### src/rtl/ones_acc_pkg.sv
// Shared definitions for the ones accumulator: the FSM state encoding and
// the width helper used to size the sum and beat-count registers.
package ones_acc_pkg;

    typedef enum logic {
        ACCUM = 1'b0,
        HOLD  = 1'b1
    } acc_state_e;

    // Smallest n with 2**n >= v.
    function automatic int clog2(input int v);
        int n;
        n = 0;
        while ((1 << n) < v) n++;
        return n;
    endfunction

endpackage

### src/rtl/ones_acc_ctrl.sv
// Window control FSM: collects beats in ACCUM and presents the result in HOLD
// until the consumer takes it.
module ones_acc_ctrl
    import ones_acc_pkg::*;
(
    input  logic clk,
    input  logic rst_n,
    input  logic in_valid,
    input  logic flush,
    input  logic out_ready,
    input  logic last_slot,
    output logic in_ready,
    output logic out_valid,
    output logic load,
    output logic clear
);

    acc_state_e state_q, state_d;

    always_ff @(posedge clk) begin
        if (!rst_n) state_q <= ACCUM;
        else        state_q <= state_d;
    end

    always_comb begin
        state_d   = state_q;
        in_ready  = 1'b0;
        out_valid = 1'b0;
        load      = 1'b0;
        clear     = 1'b0;
        case (state_q)
            ACCUM: begin
                in_ready = 1'b1;
                load     = in_valid;
                // A beat arriving together with flush is folded into this window.
                if ((in_valid && last_slot) || flush) state_d = HOLD;
            end
            HOLD: begin
                out_valid = 1'b1;
                if (out_ready) begin
                    clear   = 1'b1;
                    state_d = ACCUM;
                end
            end
            default: state_d = ACCUM;
        endcase
    end

endmodule

### src/rtl/ones_accumulator.sv
// Sums per-beat ones counts over a window of WINDOW accepted beats (or until
// flush) and hands the total plus beat count downstream with valid/ready.
module ones_accumulator
    import ones_acc_pkg::*;
#(
    parameter  int WINDOW = 8,
    localparam int SUM_W  = clog2(3 * WINDOW + 1),
    localparam int CNT_W  = clog2(WINDOW + 1)
) (
    input  logic             clk,
    input  logic             rst_n,
    input  logic             in_valid,
    input  logic [1:0]       in_count,
    output logic             in_ready,
    input  logic             flush,
    output logic             out_valid,
    output logic [SUM_W-1:0] out_sum,
    output logic [CNT_W-1:0] out_beats,
    input  logic             out_ready
);

    logic [SUM_W-1:0] sum_q;
    logic [CNT_W-1:0] beats_q;
    logic             load;
    logic             clear;
    logic             last_slot;

    assign last_slot = (beats_q == CNT_W'(WINDOW - 1));

    ones_acc_ctrl u_ctrl (
        .clk       (clk),
        .rst_n     (rst_n),
        .in_valid  (in_valid),
        .flush     (flush),
        .out_ready (out_ready),
        .last_slot (last_slot),
        .in_ready  (in_ready),
        .out_valid (out_valid),
        .load      (load),
        .clear     (clear)
    );

    // 3*WINDOW always fits SUM_W, so the adder cannot wrap.
    always_ff @(posedge clk) begin
        if (!rst_n || clear) begin
            sum_q   <= '0;
            beats_q <= '0;
        end else if (load) begin
            sum_q   <= sum_q + {{(SUM_W-2){1'b0}}, in_count};
            beats_q <= beats_q + CNT_W'(1);
        end
    end

    assign out_sum   = out_valid ? sum_q   : '0;
    assign out_beats = out_valid ? beats_q : '0;

endmodule

### config.mk
export PLATFORM = sky130hd
export DESIGN_NAME = ones_accumulator
export DESIGN_NICKNAME = d
export VERILOG_FILES = /design/src/rtl/ones_acc_pkg.sv /design/src/rtl/ones_acc_ctrl.sv /design/src/rtl/ones_accumulator.sv
export SDC_FILE = /design/constraint.sdc
export NUM_CORES = 1
export LEC_CHECK = 0
export CELL_PAD_IN_SITES_DETAIL_PLACEMENT = 1
export CELL_PAD_IN_SITES_GLOBAL_PLACEMENT = 1
export CORE_MARGIN = 2
export CORE_UTILIZATION = 34
export DETAILED_ROUTE_END_ITERATION = 10
export GPL_ROUTABILITY_DRIVEN = 0
export HOLD_SLACK_MARGIN = 0.08
export PLACE_DENSITY = 0.83
export SLEW_MARGIN = 20
export SYNTH_ARGS = -nofsm -noshare
export SYNTH_HDL_FRONTEND = slang
export SYNTH_HIERARCHICAL = 1
export SYNTH_SLANG_ARGS = --single-unit
### constraint.sdc
create_clock -name clk -period 2.5 [get_ports clk]
set_input_delay 0.5 -clock clk [delete_from_list [all_inputs] [get_ports clk]]
set_output_delay 0.5 -clock clk [all_outputs]
set_load 0.02 [all_outputs]
==> summary.md <==
| Metric | Value |
|---|---|
| Status | `finished clean` |
| Vias per Instance | `~4.7` |
| Slew of the pin with the lowest slew margin | `377 ps` |
| CP Data Required Time | `2000 ps` |
| Register area share after synthesis | `between 30 and 40%` |
| Avg WL per Cell | `11.3 µm` |
| Final min period | `2110 ps` |
| CTS tree | `yes` |
| Global-route wire length before repair | `roughly 1900 µm` |
| DIE WIDTH | `44.2 µm` |
| Mapped Area | `549 µm²` |
| Global-route usage over all layers | `13.6%` |
| Top-count cell post-synth | `dfxtp_1` |
| Peak VDD IR | `0.000412 V` |
| CP max FO | `14` |
| Vias in the first global route | `433` |
| Syn. warnings | `6` |
| DP HPWL | `892 µm` |
| Hold-fix buffers at CTS | `0` |
| GR Overflow Total | `0` |
| Largest net degree at the start of global routing | `15` |
| EDFF count, synth | `0` |
| DRT Pass-1 Iters | `1` |
| R2R cell count | `4` |
| Fmax | `475 MHz` |
| Filler Cells Inserted | `about 180` |
| Cell variety after synth | `24` |
| Postcts setup bufs | `0` |
| Reg2reg start | `u_ctrl/state_q$_SDFF_PN0_` |
| Worst clock skew | `9.76 ps` |
| Crit path capture type | `primary output` |
| Max Cap Viol | `0` |
| Worst skew pair latency | `270 ps` |
| Post-Synth Adder-Cell Area | `10.5%` |
| Setup Viol. Count Final | `0` |
| Leakage | `roughly 0.0003 µW` |
| Final Max Slew Viols | `0` |
| Critical-path cell list | `and2_1 -> clkdlybuf4s50_1` |
| Syn_nets | `72` |
| Multi-input gate area | `319 µm²` |
| Resize count post-CTS | `0` |
| Crit path depth | `2` |
| WL final | `approximately 1100 µm` |
| CP arrival | `1610 ps` |
| Vias | `452` |
| Worst relative slew slack | `74.8%` |
| Area Growth Syn to Fin | `38.5%` |
| Setup Total Neg Slack | `0 ps` |
| Drt drc | `0` |
| Crit share post-route | `between 80% and 90%` |
| Antenna violations before repair | `0` |
| Cell count after synthesis | `61` |
| Post-synth top area share | `36.4%` |
| Max clock buf depth | `2` |
| Pwr per Cell Area | `506 nW/µm²` |
| NumNets Final | `92` |
| Clock Sink Count | `10` |
| CTS Buf Count | `3` |
| Ratio of cells with drive above 1 in the final layout | `10.0%` |
| Post-route setup slack | `393 ps` |
| I/O pin count | `18` |
| Die Y | `44.2 µm` |
| Initial Utilization | `36.5%` |
| CP top delay family | `buffers and inverters` |
| Post-synthesis compound-gate area fraction | `5.47%` |
| Startpoint Class | `flip-flop` |
| Syn Area/Cell | `9.00 µm²` |
| Seq cells post-synth | `10` |
| DP Worst Slack | `382 ps` |
| Hold Crit Start | `sum_q[1]$_SDFFE_PP0P_` |
| Clock Pin Slew Worst Setup and Hold Paths | `70 ps` |
| CTS HTree Levels | `1` |
| Port buffer count | `17` |
| Hold path cells | `2` |
| Top post-synthesis cells by area | `dfxtp_1 (36%), and2_1 (10%), ha_1 (6.8%), nor2_1 (6.2%), xor2_1 (4.8%)` |
| Post-route ant nets | `0` |
| Hold Path Class | `reg2reg` |
| Largest family of logic cells by synthesized area | `simple AND/OR/NAND/NOR gates` |
| Register area | `200 µm²` |
| Clock Tree Root | `clkbuf_4` |
| Crit path kind | `reg2out` |
| RSZ-0062 raised after global routing | `false` |
| Simple-Gate Fraction of Synth Area | `30.5%` |
| Mux cell area share after synthesis | `roughly 3.6%` |
| Hold WS | `516 ps` |
| Worst setup path startpoint | `u_ctrl/state_q$_SDFF_PN0_` |
| Buf/Inv on CP | `1` |
| Hold violation count in the final report | `0` |
| DRT iter0 DRCs | `0` |
| Async S/R FF share, synth | `0%` |
| Row cnt | `14` |
| PnR Total Power | `just under 400 µW` |
| Max incr delay on CP | `600 ps` |
| CP max-delay cell | `clkdlybuf4s50_1` |
| ANT cells | `0` |
| Yosys top cell by area | `dfxtp_1` |
| XOR/XNOR Fraction of Synth Area | `7.97%` |
| Die area | `a little under 2000 µm²` |
| Core area | `1510 µm²` |
| Synth Flop Type | `dfxtp_1` |
| Synth cell count leaders | `dfxtp_1 (10), and2_1 (9), nor2_1 (9)` |
## per-layer routing
metal	share of wire (%)	GRT usage, %	routed length, µm
met1	43	15.5	472
met2	49	22.9	534
met3	6.0	6.12	65
met4	1.5	3.64	16
met5	0	0	0
## worst min-delay path, cell delays in order (launching register included)
cell and delay (ps):
dfxtp_1 340, nor2_1 90, a211oi_1 40
## registers in the layout (all words and copies together), names as in the netlist
signal,cells
beats_q,4
sum_q,5
u_ctrl/state_q,1
## metrics by stage
step	utilization (%)	area (µm²)	instances
after detailed placement	48.1	724	92
final	50.5	761	96
after CTS	50.5	761	96
after floorplan	-	549	61
after global placement	48.1	724	92
after global routing	50.5	761	96
## power by group
group	total (µW)	internal, µW	switching [µW]
combinational	62.4	33.7	28.7
clock	146	88.4	57.5
sequential	177	167	9.81
total	385	289	96.1
## final timing paths
path	end	slack, ps
min reg2reg	sum_q[1]$_SDFFE_PP0P_	520
max	out_sum[2]	390
min	sum_q[1]$_SDFFE_PP0P_	520
max reg2reg	sum_q[3]$_SDFFE_PP0P_	1040
## layout make-up
cell class	count	area share (%)
Clock buffer	4	4.77
Tap cell	16	2.63
Timing Repair Buffer	17	22.4
Multi-Input combinational cell	45	41.9
Sequential cell	10	26.3
Inverter	4	1.97
## cells by family after synthesis
group / Yosys count
AND/OR/NAND/NOR: 29
flip-flops: 10
buffers and inverters: 6
AO/OA/AOI/OAI: 5
XOR/XNOR: 5
adder cells (fa/ha/maj): 4
multiplexers: 2
## cells in the final DEF, fill, tap and decap left out, types with 2 or more instances in the layout
cell type / netlist / layout
a21oi_1: 2 / 2
inv_1: 4 / 4
nor2_1: 9 / 9
dfxtp_1: 10 / 10
clkbuf_4: 0 / 3
ha_1: 3 / 3
clkdlybuf4s50_1: 0 / 17
xnor2_1: 2 / 2
nand2_1: 2 / 2
and2_1: 9 / 9
xor2_1: 3 / 3
a211oi_1: 2 / 2
mux2i_1: 2 / 2
No activity file was read; power rests on OpenSTA's default activity.
